==> config.mk <==
export PLATFORM = sky130hd
export DESIGN_NAME = player_motion
export DESIGN_NICKNAME = d
export VERILOG_FILES = /design/src/rtl/game_pkg.sv /design/src/rtl/tick_gen.sv /design/src/rtl/player_motion.sv
export SDC_FILE = /design/constraint.sdc
export NUM_CORES = 1
export LEC_CHECK = 0
export CAP_MARGIN = 20
export CORE_MARGIN = 1
export CORE_UTILIZATION = 45
export DETAILED_ROUTE_END_ITERATION = 8
export HOLD_SLACK_MARGIN = 0.08
export PLACE_DENSITY = 0.78
export REMOVE_ABC_BUFFERS = 1
export SLEW_MARGIN = 20
export SYNTH_ARGS = -nofsm -noshare
export SYNTH_HDL_FRONTEND = slang
export SYNTH_HIERARCHICAL = 1
export SYNTH_SLANG_ARGS = --single-unit
==> constraint.sdc <==
create_clock -name Clk -period 2.6 [get_ports Clk]
set_input_delay 0.52 -clock Clk [delete_from_list [all_inputs] [get_ports Clk]]
set_output_delay 0.52 -clock Clk [all_outputs]
set_load 0.02 [all_outputs]
==> src/rtl/game_pkg.sv <==
// Shared game constants, joystick decode and shot FSM encoding.
// Imported by the player motion block and its tick divider.
package game_pkg;

  localparam int SCR_MIN_COL   = 5;
  localparam int SCR_MAX_COL   = 635;
  localparam int DEF_START_ROW = 350;
  localparam int DEF_START_COL = 310;

  localparam logic [3:0] JOY_LEFT_TH  = 4'd4;
  localparam logic [3:0] JOY_RIGHT_TH = 4'd6;

  typedef enum logic [1:0] {
    SHOT_IDLE = 2'd0,
    SHOT_REQ  = 2'd1,
    SHOT_COOL = 2'd2
  } shot_state_t;

  typedef enum logic [1:0] {
    DIR_HOLD  = 2'd0,
    DIR_LEFT  = 2'd1,
    DIR_RIGHT = 2'd2
  } dir_t;

  function automatic dir_t joy_dir(input logic [3:0] joy);
    dir_t d;
    d = DIR_HOLD;
    if (joy > JOY_RIGHT_TH) d = DIR_RIGHT;
    else if (joy < JOY_LEFT_TH) d = DIR_LEFT;
    return d;
  endfunction

endpackage

==> src/rtl/tick_gen.sv <==
// Enable-gated modulo-DIV counter producing a one-cycle tick.
// Sync clear has priority over counting.
module tick_gen
  import game_pkg::*;
#(
  parameter int DIV = 4
) (
  input  logic Clk,
  input  logic Reset,
  input  logic En_i,
  input  logic Clr_i,
  output logic Tick_o
);

  localparam int CW = $clog2(DIV);

  logic [CW-1:0] cnt_q;

  assign Tick_o = En_i && (cnt_q == CW'(DIV - 1));

  always_ff @(posedge Clk or posedge Reset) begin
    if (Reset) begin
      cnt_q <= '0;
    end else if (Clr_i || Tick_o) begin
      cnt_q <= '0;
    end else if (En_i) begin
      cnt_q <= cnt_q + CW'(1);
    end
  end

endmodule

==> src/rtl/player_motion.sv <==
// Player column motion with clamping and a shot request handshake
// gated by a cooldown measured in move ticks.
module player_motion
  import game_pkg::*;
#(
  parameter int ROW_W     = 9,
  parameter int COL_W     = 10,
  parameter int START_ROW = DEF_START_ROW,
  parameter int START_COL = DEF_START_COL,
  parameter int MIN_COL   = SCR_MIN_COL,
  parameter int MAX_COL   = SCR_MAX_COL,
  parameter int STEP      = 5,
  parameter int TICK_DIV  = 833333,
  parameter int COOLDOWN  = 16
) (
  input  logic             Clk,
  input  logic             Reset,
  input  logic             Enable,
  input  logic [3:0]       Joystick_data,
  input  logic             Fire,
  input  logic             Respawn,
  input  logic             Shot_Ack,
  output logic [ROW_W-1:0] Player_Row,
  output logic [COL_W-1:0] Player_Col,
  output logic             Shot_Req,
  output logic [COL_W-1:0] Shot_Col
);

  localparam int KW = (COOLDOWN > 1) ? $clog2(COOLDOWN) : 1;

  logic             tick;
  logic [ROW_W-1:0] row_q;
  logic [COL_W-1:0] col_q;
  logic [COL_W-1:0] col_d;
  logic [COL_W:0]   sum_r;
  shot_state_t      st_q;
  logic [KW-1:0]    cool_q;
  logic             req_q;
  logic [COL_W-1:0] scol_q;

  tick_gen #(
    .DIV (TICK_DIV)
  ) u_tick (
    .Clk    (Clk),
    .Reset  (Reset),
    .En_i   (Enable),
    .Clr_i  (Respawn),
    .Tick_o (tick)
  );

  // Widened by one bit so the right-edge compare cannot overflow.
  assign sum_r = {1'b0, col_q} + (COL_W+1)'(STEP);

  always_comb begin
    col_d = col_q;
    unique case (joy_dir(Joystick_data))
      DIR_RIGHT:
        col_d = (sum_r > (COL_W+1)'(MAX_COL)) ?
                COL_W'(MAX_COL) : sum_r[COL_W-1:0];
      DIR_LEFT:
        col_d = ({1'b0, col_q} < (COL_W+1)'(MIN_COL + STEP)) ?
                COL_W'(MIN_COL) : col_q - COL_W'(STEP);
      default:
        col_d = col_q;
    endcase
  end

  always_ff @(posedge Clk or posedge Reset) begin
    if (Reset) begin
      row_q <= ROW_W'(START_ROW);
      col_q <= COL_W'(START_COL);
    end else begin
      row_q <= ROW_W'(START_ROW);
      if (Respawn) col_q <= COL_W'(START_COL);
      else if (tick) col_q <= col_d;
    end
  end

  always_ff @(posedge Clk or posedge Reset) begin
    if (Reset) begin
      st_q   <= SHOT_IDLE;
      cool_q <= '0;
      req_q  <= 1'b0;
      scol_q <= '0;
    end else if (Respawn) begin
      st_q   <= SHOT_IDLE;
      cool_q <= '0;
      req_q  <= 1'b0;
    end else begin
      unique case (st_q)
        SHOT_IDLE: begin
          if (Fire && Enable) begin
            st_q   <= SHOT_REQ;
            req_q  <= 1'b1;
            scol_q <= col_q;
          end
        end
        SHOT_REQ: begin
          if (Shot_Ack) begin
            st_q   <= SHOT_COOL;
            req_q  <= 1'b0;
            cool_q <= '0;
          end
        end
        SHOT_COOL: begin
          if (tick) begin
            if (cool_q == KW'(COOLDOWN - 1)) begin
              st_q   <= SHOT_IDLE;
              cool_q <= '0;
            end else begin
              cool_q <= cool_q + KW'(1);
            end
          end
        end
        default: begin
          st_q  <= SHOT_IDLE;
          req_q <= 1'b0;
        end
      endcase
    end
  end

  assign Player_Row = row_q;
  assign Player_Col = col_q;
  assign Shot_Req   = req_q;
  assign Shot_Col   = scol_q;

endmodule

==> results.yml <==
yosys:
  synth.area.mux_share: 0.0511
  synth_top_flop_cell: "dfrtp_1"
  syn_area_mm2: 0.00304
  synth_cell_type_count: 68
  syn_inst: 322
  synthSimpleGateAreaFrac: 0.235
  synth_top_area_frac: 0.346
  synthesized_area_divided_by_synthesized_cell_count_um2: 9.43
  synth_xor_xnor_area_share: 0.0577
  synth-compound-area-share: 0.169
  ys_seq_elements: 47
  yosysSeqAreaShare: 0.389
  yosys_warnings: 6
  synthArstFlopShare: 1.00
  synth_top_family_by_area: "simple AND/OR/NAND/NOR gates"
  post-synth-top-area-cell: "dfrtp_1"
  number_of_flops_mapped_to_enable_cells_by_yosys: 0
  ys_top_cells_by_area: "dfrtp_1 (35%), dfstp_2 (4.3%), nor2_1 (3.8%)"
  synthAdderAreaFrac: 0.0247
place:
  dp_hpwl_mm: 5.04
  gp_routability_congestion: 0.971
  dp_cells: 423
  port_buffers: 30
  detailed_place.area_mm2: 0.00338
cts:
  cts_htree_levels: 2
  clkLatencyLatePin_ns: 0.31
  cts.sinks: 47
  clkTransAtPathRegs_ns: 0.10
  tritoncts.num_buffers: 5
  tritoncts: "yes"
  root_buffer: "clkbuf_8"
  post_cts.repair.setup_buffers: 0
  cts_buffer_depth: 2
setup_path:
  startpoint_type: "flop"
  wp_data_required_ns: 2.84
  crit_path_end_kind: "flop"
  cp_slowest_cell: "or3_1"
  critical_path.max_fanout: 5
  worst-endpoint-arrival_ns: 2.63
  crit_path_max_incr_delay_ns: 0.47
  criticalPathCategory: "reg -> reg"
  cells_along_the_critical_path: "inv_1 -> ha_1 -> nor4bb_2 -> nand4_1 -> nor2_1 -> o21ai_1 -> or3_1 -> a31oi_1 -> a21oi_1 -> o2bb2ai_1"
status:
  violations: "DRC"
  run_status: "finished with violations"
layout:
  design_area_mm2: 0.00351
  antenna_cells: 0
  growth_of_design_area_from_synthesis_to_finish_pct: 15.6
  num-nets-final: 369
  layout-drive-gt1-share: 0.167
  fin_cells: 431
floorplanning:
  io-pin-count: 40
  floorplan.rows: 29
  fp.dieH_um: 84.2
  die_area_mm2: 0.00708
  initial_cell_density_of_the_core: 0.473
  core-area_mm2: 0.00642
  chipWidth_um: 84.2
timing:
  achievable-frequency_mhz: 418
  timing.setup.tns_ns: 0
  setup-violations-final: 0
  skew_ns: 0.0116
  hold_viol_final: 0
  period_minus_slack_ns: 2.39
  timing.final.crit_share: 0.920
  final-max-slew-violation-count: 0
  slew_headroom: 0.485
  timing_worst_slew_pin_value_ns: 0.771
pwr:
  power_density_mw_per_mm2: 408
  total_net_switching_power_w: 0.000356
  switching_part_of_the_total_power: 0.248
  combPwrFrac: 0.088
  internal_dissipation_w: 0.00108
  share_seq_of_total_power: 0.526
  clock_power_share: 0.386
  leakagePower_nw: 1.42
  max-vdd-ir-drop_uv: 191
route:
  ratio_of_routed_vias_to_standard_cells: 5.95
  postRouteAntennaNets: 0
  drc_errors: 4
  via_count: 2564
  first_iter_violations: 149
  routed_wire_length_per_instance_um: 16.3
  route.final.wire_length_mm: 7.03
  drtPass1Iterations: 6
hold_path:
  worst_hold_path_type: "reg -> reg"
grt:
  grtUsageTotal: 0.210
  grt_start_max_net_pins: 28
  first_global_vias: 2441
  antenna_found_initial: 0
  grt_first_pass_wirelength_mm: 11.9
  globalRoute.totalOverflow: 0
flow_run:
  max_cap_violations: 0
[power groups by stage]
stage / logic, W / registers [W] / clock network, W
6_report: 0.000127 / 0.000753 / 0.000553
5_1_grt: 0.000140 / 0.000755 / 0.000590
4_1_cts: 0.000126 / 0.000753 / 0.000568
3_5_place_dp: 0.000126 / 0.000767 / 0
3_3_place_gp: 0.000124 / 0.000766 / 0
2_1_floorplan: 0.0000641 / 0.000771 / 0
[final cells by class]
| cell class | instances | area [µm²] |
|---|---|---|
| multi-input combinational | 245 | 1680 |
| timing repair buffer | 43 | 398 |
| inverter | 11 | 41.3 |
| clock inverter | 3 | 43.8 |
| tap | 77 | 96.3 |
| fill | 566 | 2910 |
| clock buffer | 5 | 68.8 |
| sequential | 47 | 1180 |
[worst max-delay path: cells and delay by family, from the launching register on]
kind                       cells  cell delay (ns)
DFF                            1             0.45
buffers and inverters          1             0.08
adders and majority gates      1             0.15
AOI/OAI and AO/OA              4             0.59
and+or+nand+nor                4             1.05
[through the flow]
stage / worst slack (ns) / utilization / hold WS, ns / power (W)
after floorplan: 0.291 / - / 0.451 / 0.000835
after global placement: -0.000713 / 0.527 / 0.468 / 0.000890
after detailed placement: -0.0725 / 0.527 / 0.476 / 0.000893
after CTS: 0.0999 / 0.545 / 0.501 / 0.00145
after global routing: -0.000262 / 0.547 / 0.527 / 0.00148
final: 0.209 / 0.547 / 0.495 / 0.00143
[routing by layer]
layer	up-vias	wire [µm]	part of all wire	global-route usage
met5	-	0	0	0
met4	0	110	0.016	0.0643
met3	11	424	0.060	0.0374
met2	94	3340	0.47	0.341
met1	1260	3150	0.45	0.288
li1	1199	-	-	-
[worst paths after layout]
check	startpoint	to	depth (start not counted)	slack, ns
min in group asynchronous	Reset	Shot_Col[8]	3	0.63
max reg2reg	u_tick/cnt_q[0]	Player_Col[6]	10	0.21
max in group asynchronous	Reset	u_tick/cnt_q[7]	2	1.43
min	Shot_Col[1]	Shot_Col[1]	2	0.50
max	u_tick/cnt_q[0]	Player_Col[6]	10	0.21
min reg2reg	Shot_Col[1]	Shot_Col[1]	2	0.50
[cell usage in the layout (no fill, tap or decap), types with 3 or more instances in the layout]
cell              n
clkdlybuf4s50_1  30
mux2i_1           5
o21ai_1           6
o21ai_0          13
buf_4            13
and4_1            3
xnor2_1          13
clkbuf_8          5
nand2_1          24
a21oi_1          13
or3_1             5
mux2_2            8
a31oi_1           5
a21o_1            4
xor2_1            7
inv_1            11
or2_2             3
dfstp_2           5
conb_1            9
nand4_1           7
dfrtp_1          42
nand2b_1          6
nor3_1           11
o31ai_1           3
nor2_1           31
ha_1              5
nand3_1          10
[kinds of logic (layout without fill, tap and decap cells)]
group,after synthesis,count (layout)
compound gates,70,70
fa+ha+maj,6,6
mux,14,14
simple gates,126,126
xor+xnor,20,20
other cells,2,9
flops,47,47
buf+inv,37,62
[registers in the layout, summed over array words and instances, names as in the netlist]
register	count
Shot_Col	10
Shot_Req	1
u_tick/cnt_q	20
cool_q	4
st_q	2
Player_Col	10
[synth_stat cells, drive strengths merged, types with 3 or more instances]
master	instances
dfstp	5
mux2	9
mux2i	5
and4	3
or3	6
nand4	10
or2	4
and2	3
o21ai	20
xor2	7
nand2b	6
a31oi	5
nand2	24
ha	6
nor3	13
nor4	5
nand3	10
nor3b	3
dfrtp	42
clkbuf	6
xnor2	13
buf	20
a21o	4
a21oi	14
o31ai	3
nor2	31
inv	11
[repair_timing]
item	CTS	global route
setup endpoints to repair	0	4
gates resized for setup	0	3
hold buffers	0	0
No activity file was read; power rests on OpenSTA's default activity.
